==> src/rtl/exe_stage_pkg.sv <==
// Shared CPU package: datapath width, ALU function codes and the opcode
// constants used by decode and execute.
package exe_stage_pkg;

  localparam int DATA_W = 32;

  typedef enum logic [2:0] {
    ALU_ADD = 3'b000,
    ALU_SUB = 3'b001,
    ALU_AND = 3'b010,
    ALU_OR  = 3'b011,
    ALU_XOR = 3'b100,
    ALU_SLT = 3'b101,
    ALU_LD  = 3'b110,  // load address: add
    ALU_ST  = 3'b111   // store address: add
  } alu_func_e;

  localparam logic [5:0] OP_BEQ = 6'b000110;
  // Decode-side opcodes; execute only looks at OP_BEQ.
  localparam logic [5:0] OP_J   = 6'b000010;
  localparam logic [5:0] OP_LW  = 6'b100000;
  localparam logic [5:0] OP_BNE = 6'b000100;

endpackage

==> src/rtl/exe_stage_alu.sv <==
// Combinational ALU.
//   a, b   : operands (W bits)
//   func   : ALU function code
//   result : W-bit result, arithmetic modulo 2^W, overflow ignored
//   zero   : result == 0
module alu
  import exe_stage_pkg::*;
#(
  parameter int W = DATA_W
) (
  input  logic [W-1:0] a,
  input  logic [W-1:0] b,
  input  alu_func_e    func,
  output logic [W-1:0] result,
  output logic         zero
);

  always_comb begin
    result = '0;
    case (func)
      ALU_SUB: result = a - b;
      ALU_AND: result = a & b;
      ALU_OR:  result = a | b;
      ALU_XOR: result = a ^ b;
      ALU_SLT: result = {{(W-1){1'b0}}, ($signed(a) < $signed(b))};
      default: result = a + b;  // ADD, LD, ST
    endcase
  end

  assign zero = (result == '0);

endmodule

==> src/rtl/exe_stage.sv <==
// Execute stage with EXE/MEM output register.
//   Upstream : in_valid / in_ready, ir/pc/extend/reg1/reg2_exe,
//              alu_func_exe, alu_in2_select
//   Control  : flush kills the held entry and anything accepted this cycle
//   Downstream: out_valid / out_ready, *_mem registered fields
// All *_mem outputs come straight from flops; the only combinational
// input-to-output path is out_ready -> in_ready.
module exe_stage
  import exe_stage_pkg::*;
#(
  parameter int         DATA_W = exe_stage_pkg::DATA_W,
  parameter logic [5:0] OP_BEQ = exe_stage_pkg::OP_BEQ
) (
  input  logic              clk,
  input  logic              rst,
  input  logic              in_valid,
  output logic              in_ready,
  input  logic [DATA_W-1:0] ir_exe,
  input  logic [DATA_W-1:0] pc_exe,
  input  logic [DATA_W-1:0] extend_exe,
  input  logic [DATA_W-1:0] reg1_exe,
  input  logic [DATA_W-1:0] reg2_exe,
  input  logic [2:0]        alu_func_exe,
  input  logic              alu_in2_select,
  input  logic              flush,
  output logic              out_valid,
  input  logic              out_ready,
  output logic [DATA_W-1:0] ir_mem,
  output logic [DATA_W-1:0] pc_mem,
  output logic [DATA_W-1:0] alu_result_mem,
  output logic [DATA_W-1:0] store_data_mem,
  output logic              zero_mem,
  output logic              branch_taken_mem,
  output logic [DATA_W-1:0] branch_target_mem
);

  // Operand mux and ALU
  logic [DATA_W-1:0] alu_b;
  logic [DATA_W-1:0] alu_res;
  logic              alu_zero;

  assign alu_b = alu_in2_select ? extend_exe : reg2_exe;

  alu #(.W(DATA_W)) u_alu (
    .a      (reg1_exe),
    .b      (alu_b),
    .func   (alu_func_e'(alu_func_exe)),
    .result (alu_res),
    .zero   (alu_zero)
  );

  // Branch unit: compare always uses the register operands.
  logic              br_taken;
  logic [DATA_W-1:0] br_target;

  assign br_taken  = (ir_exe[31:26] == OP_BEQ) && (reg1_exe == reg2_exe);
  assign br_target = pc_exe + DATA_W'(4) + (extend_exe << 2);

  // EXE/MEM register
  logic              out_valid_q,     out_valid_d;
  logic [DATA_W-1:0] ir_q,            ir_d;
  logic [DATA_W-1:0] pc_q,            pc_d;
  logic [DATA_W-1:0] alu_result_q,    alu_result_d;
  logic [DATA_W-1:0] store_data_q,    store_data_d;
  logic              zero_q,          zero_d;
  logic              branch_taken_q,  branch_taken_d;
  logic [DATA_W-1:0] branch_target_q, branch_target_d;

  logic accept;

  assign in_ready = !out_valid_q || out_ready;
  assign accept   = in_valid && in_ready;

  always_comb begin
    out_valid_d     = out_valid_q;
    ir_d            = ir_q;
    pc_d            = pc_q;
    alu_result_d    = alu_result_q;
    store_data_d    = store_data_q;
    zero_d          = zero_q;
    branch_taken_d  = branch_taken_q;
    branch_target_d = branch_target_q;

    if (accept) begin
      out_valid_d     = 1'b1;
      ir_d            = ir_exe;
      pc_d            = pc_exe;
      alu_result_d    = alu_res;
      store_data_d    = reg2_exe;
      zero_d          = alu_zero;
      branch_taken_d  = br_taken;
      branch_target_d = br_target;
    end else if (out_valid_q && out_ready) begin
      out_valid_d = 1'b0;  // consumed, data fields hold
    end

    // Flush wins over stall and accept; a flushed branch must never redirect.
    if (flush) begin
      out_valid_d    = 1'b0;
      branch_taken_d = 1'b0;
    end
  end

  always_ff @(posedge clk or posedge rst) begin
    if (rst) begin
      out_valid_q     <= 1'b0;
      ir_q            <= '0;
      pc_q            <= '0;
      alu_result_q    <= '0;
      store_data_q    <= '0;
      zero_q          <= 1'b0;
      branch_taken_q  <= 1'b0;
      branch_target_q <= '0;
    end else begin
      out_valid_q     <= out_valid_d;
      ir_q            <= ir_d;
      pc_q            <= pc_d;
      alu_result_q    <= alu_result_d;
      store_data_q    <= store_data_d;
      zero_q          <= zero_d;
      branch_taken_q  <= branch_taken_d;
      branch_target_q <= branch_target_d;
    end
  end

  assign out_valid         = out_valid_q;
  assign ir_mem            = ir_q;
  assign pc_mem            = pc_q;
  assign alu_result_mem    = alu_result_q;
  assign store_data_mem    = store_data_q;
  assign zero_mem          = zero_q;
  assign branch_taken_mem  = branch_taken_q;
  assign branch_target_mem = branch_target_q;

endmodule

==> config.mk <==
export PLATFORM = sky130hd
export DESIGN_NAME = exe_stage
export DESIGN_NICKNAME = d
export VERILOG_FILES = /design/src/rtl/exe_stage_pkg.sv /design/src/rtl/exe_stage_alu.sv /design/src/rtl/exe_stage.sv
export SDC_FILE = /design/constraint.sdc
export NUM_CORES = 1
export LEC_CHECK = 0
export ABC_CLOCK_PERIOD_IN_PS = 7500
export CORE_MARGIN = 2
export CORE_UTILIZATION = 51
export DETAILED_ROUTE_END_ITERATION = 7
export PLACE_DENSITY = 0.82
export SYNTH_ARGS = -nofsm -noshare
export SYNTH_HDL_FRONTEND = slang
export SYNTH_SLANG_ARGS = --single-unit
==> constraint.sdc <==
create_clock -name clk -period 7.5 [get_ports clk]
set_clock_uncertainty 0.15 [all_clocks]
set_input_delay 2.25 -clock clk [delete_from_list [all_inputs] [get_ports clk]]
set_output_delay 2.25 -clock clk [all_outputs]
set_load 0.03 [all_outputs]
==> flow_metrics.tcl, run 1 <==
set metrics [dict create \
    relSlewSlack_pct 30.2 \
    cts_root_buf "clkbuf_16" \
    status "complete, no violations" \
    dieArea_mm2 0.0283 \
    synth.most_common_cell "nand2_1" \
    antenna_cells 0 \
    ys_top_cells_by_count "nand2_1 (429), dfrtp_1 (161), ha_1 (154)" \
    initial_core_util_pct 51.5 \
    overflow 0 \
    synth_top_area_cell "dfrtp_1" \
    drt_iter0_markers 1288 \
    synth-xor-area-share_pct 4.20 \
    synthSimpleGateAreaFrac_pct 21.2 \
    yosysWarnings 0 \
    grt_max_degree 86 \
    synth_nets 2097 \
    fp-row-count 60 \
    dr.pass1.iters 7 \
    clock_path_buffers 2 \
    grt_pass1_wl_um 78400 \
    hold_violations 0 \
    first_global_vias 14100 \
    postLayoutCellArea_mm2 0.0183 \
    fp.coreArea_mm2 0.0267 \
    drt-total-wl_um 50100 \
    synth_edf_count 0 \
    hold_buffers 0 \
    die_width_um 168 \
    end_kind "flop" \
    cp-start-kind "input pin" \
    timing.hold.ws_ps 325 \
    syn_area_mm2 0.0138 \
    synth_compound_area_share_pct 22.0 \
    synthAdderAreaFrac_pct 14.4 \
    arrival_ps 7330 \
    hold_path.class "flop to flop" \
    final-setup-viol-count 0 \
    antenna_found_initial 1 \
    synth.area.top_cells "dfrtp_1 (29%), ha_1 (14%), nand2_1 (12%)" \
    dieHeight_um 168 \
    fmax_mhz 140 \
    tightest_slew_ps 1030 \
    avgSynthCellArea_um2 7.77 \
    seq_area_frac_synth_pct 29.3 \
    cap_violations 0 \
    vias_per_cell 5.90 \
    drc 0 \
    synth-main-ff-cell "dfrtp_1" \
    worstSkewPairLatency_ps 430 \
    ctsResizeCount 0 \
    syn_inst 1771 \
    leakagePower_nw 8.70 \
    finalCriticalPeriod_ps 7150 \
    path_class "input pin to flop" \
    finalMaxSlewViolations 0 \
    drive_gt1_share_pct 6.10 \
    cts-buffers-inserted 17 \
    finalCritPeriodShare_pct 95.3 \
    cts_tree "built" \
    routed-via-count 14500 \
    clock-sinks 161 \
    place_area_mm2 0.0177 \
    vdd_ir_drop_max_mv 0.156 \
    place_congestion 1.01 \
    cp.required_ps 7680 \
    netlist.area_leader.share_pct 29.3 \
    track_usage_pct 35.0 \
    portBuffers 332 \
    async_flop_share_pct 100 \
    crit_fanout 5 \
    synth_mux_area_share_pct 3.26 \
    h-tree-depth 4 \
    syn2layout_area_growth_pct 32.7 \
    post-dp-hpwl_um 39500 \
    nNetsFinal 2427 \
    tns_ps 0 \
    cts.clk_slew.worst_paths_ps 70 \
    pin_count 333 \
    yosysUniqueCellTypes 84 \
    rsz0062_at_grt "false" \
    synth_seq_cells 161 \
    detail-route-antenna-nets 0 \
    post_drt_wl_per_cell_um 20.4 \
    synth_top_family_by_area "compound AO/OA/AOI/OAI gates" \
    power_density_mw_per_mm2 203 \
    post_cts_buffers 0 \
]
-- path summary, 6_finish.rpt --
path                                    from                 end  slack [ps]  cells after the start
max in group asynchronous                rst  store_data_mem[22]        4130                      3
max reg2reg                        out_valid            zero_mem        3830                     13
max                              reg2_exe[0]            zero_mem         350                     17
min in group asynchronous                rst           pc_mem[2]        2130                      2
min                        alu_result_mem[6]   alu_result_mem[6]         330                      2
min reg2reg                alu_result_mem[6]   alu_result_mem[6]         330                      2
-- registers in the layout, summed over array words and instances (netlist names) --
register and flops:
branch_target_mem 30, store_data_mem 32, zero_mem 1, out_valid 1
pc_mem 32, branch_taken_mem 1, alu_result_mem 32, ir_mem 32
-- layout make-up --
cell class	instances	area (um2)
multi-input combinational	1411	8980
fill	2244	8470
sequential	161	4030
timing repair buffer	395	3800
inverter	115	437
clock buffer	19	433
tap	341	427
clock inverter	13	153
-- through the flow --
step	util, %	worst slack (ps)	std cells	total power (W)
6_report	68.3	351	2455	0.00370
5_1_grt	68.3	0.924	2455	0.00388
4_1_cts	68.3	438	2455	0.00369
3_5_place_dp	66.1	32.6	2423	0.00277
3_3_place_gp	66.1	204	2423	0.00274
2_1_floorplan	-	548	1771	0.00208
-- critical path: stages --
cell             delay [ps]
clkdlybuf4s50_1         460
mux2i_1                 210
inv_1                   100
ha_1                    260
fa_1                    480
a211oi_2                260
o211ai_1                240
a311oi_2                500
and3_1                  240
nor3_1                  110
a2111oi_2               420
a21oi_1                 200
a221o_1                 320
a222oi_1                380
nand3_1                 110
or4b_1                  500
o41ai_2                 270
-- cells by family (layout without fill, tap and decap cells) --
logic type	after synthesis	in the layout
xor+xnor	66	66
simple gates	679	679
flops	161	161
fa+ha+maj	157	157
compound gates	465	465
mux	44	44
buf+inv	199	542
-- metal layers --
layer  share of wire, %  vias to the layer above  GRT usage (%)
met4                3.6                        0           12.8
met5                  0                        -              0
met3                9.3                       98           6.79
met2                 43                      725           53.8
li1                   -                     6814              -
met1                 44                     6857           49.1
-- power by group --
group	total (W)	switching, W	internal, W
logic	0.00171	0.00103	0.000680
clock network	0.000919	0.000419	0.000500
registers	0.00108	0.0000743	0.00100
total	0.00370	0.00152	0.00218
-- cells in the final DEF, fill, tap and decap left out, types with 6 or more instances in the layout --
master	netlist	final
nand4_1	10	10
o21ai_0	112	112
clkdlybuf4s50_1	0	330
o21a_1	9	9
a221oi_1	11	11
o22ai_1	15	15
xnor2_1	41	41
nor2b_1	10	9
nor4_1	15	15
xor2_1	25	25
o21bai_1	20	20
a21o_1	30	30
a31oi_1	9	9
nor3_1	30	30
or3_1	8	8
buf_4	2	62
nand3_1	27	27
and2_1	8	7
nand2b_1	16	16
nand2_1	429	428
o211ai_1	16	16
nor2_1	93	93
ha_1	154	154
mux2i_1	37	37
a22oi_1	7	7
and3_1	6	6
a21oi_1	130	130
inv_1	111	110
mux2_2	7	7
clkbuf_16	0	17
a211oi_1	17	17
o31ai_1	12	12
dfrtp_1	161	161
Power figures use the tool's default switching activity.
==> inputs of run 2 (changes only) <==
- CTS_CLUSTER_DIAMETER: unset -> 120
==> results of run 2 <==
No change in the layout: final DEF, timing and power equal those of run 1.
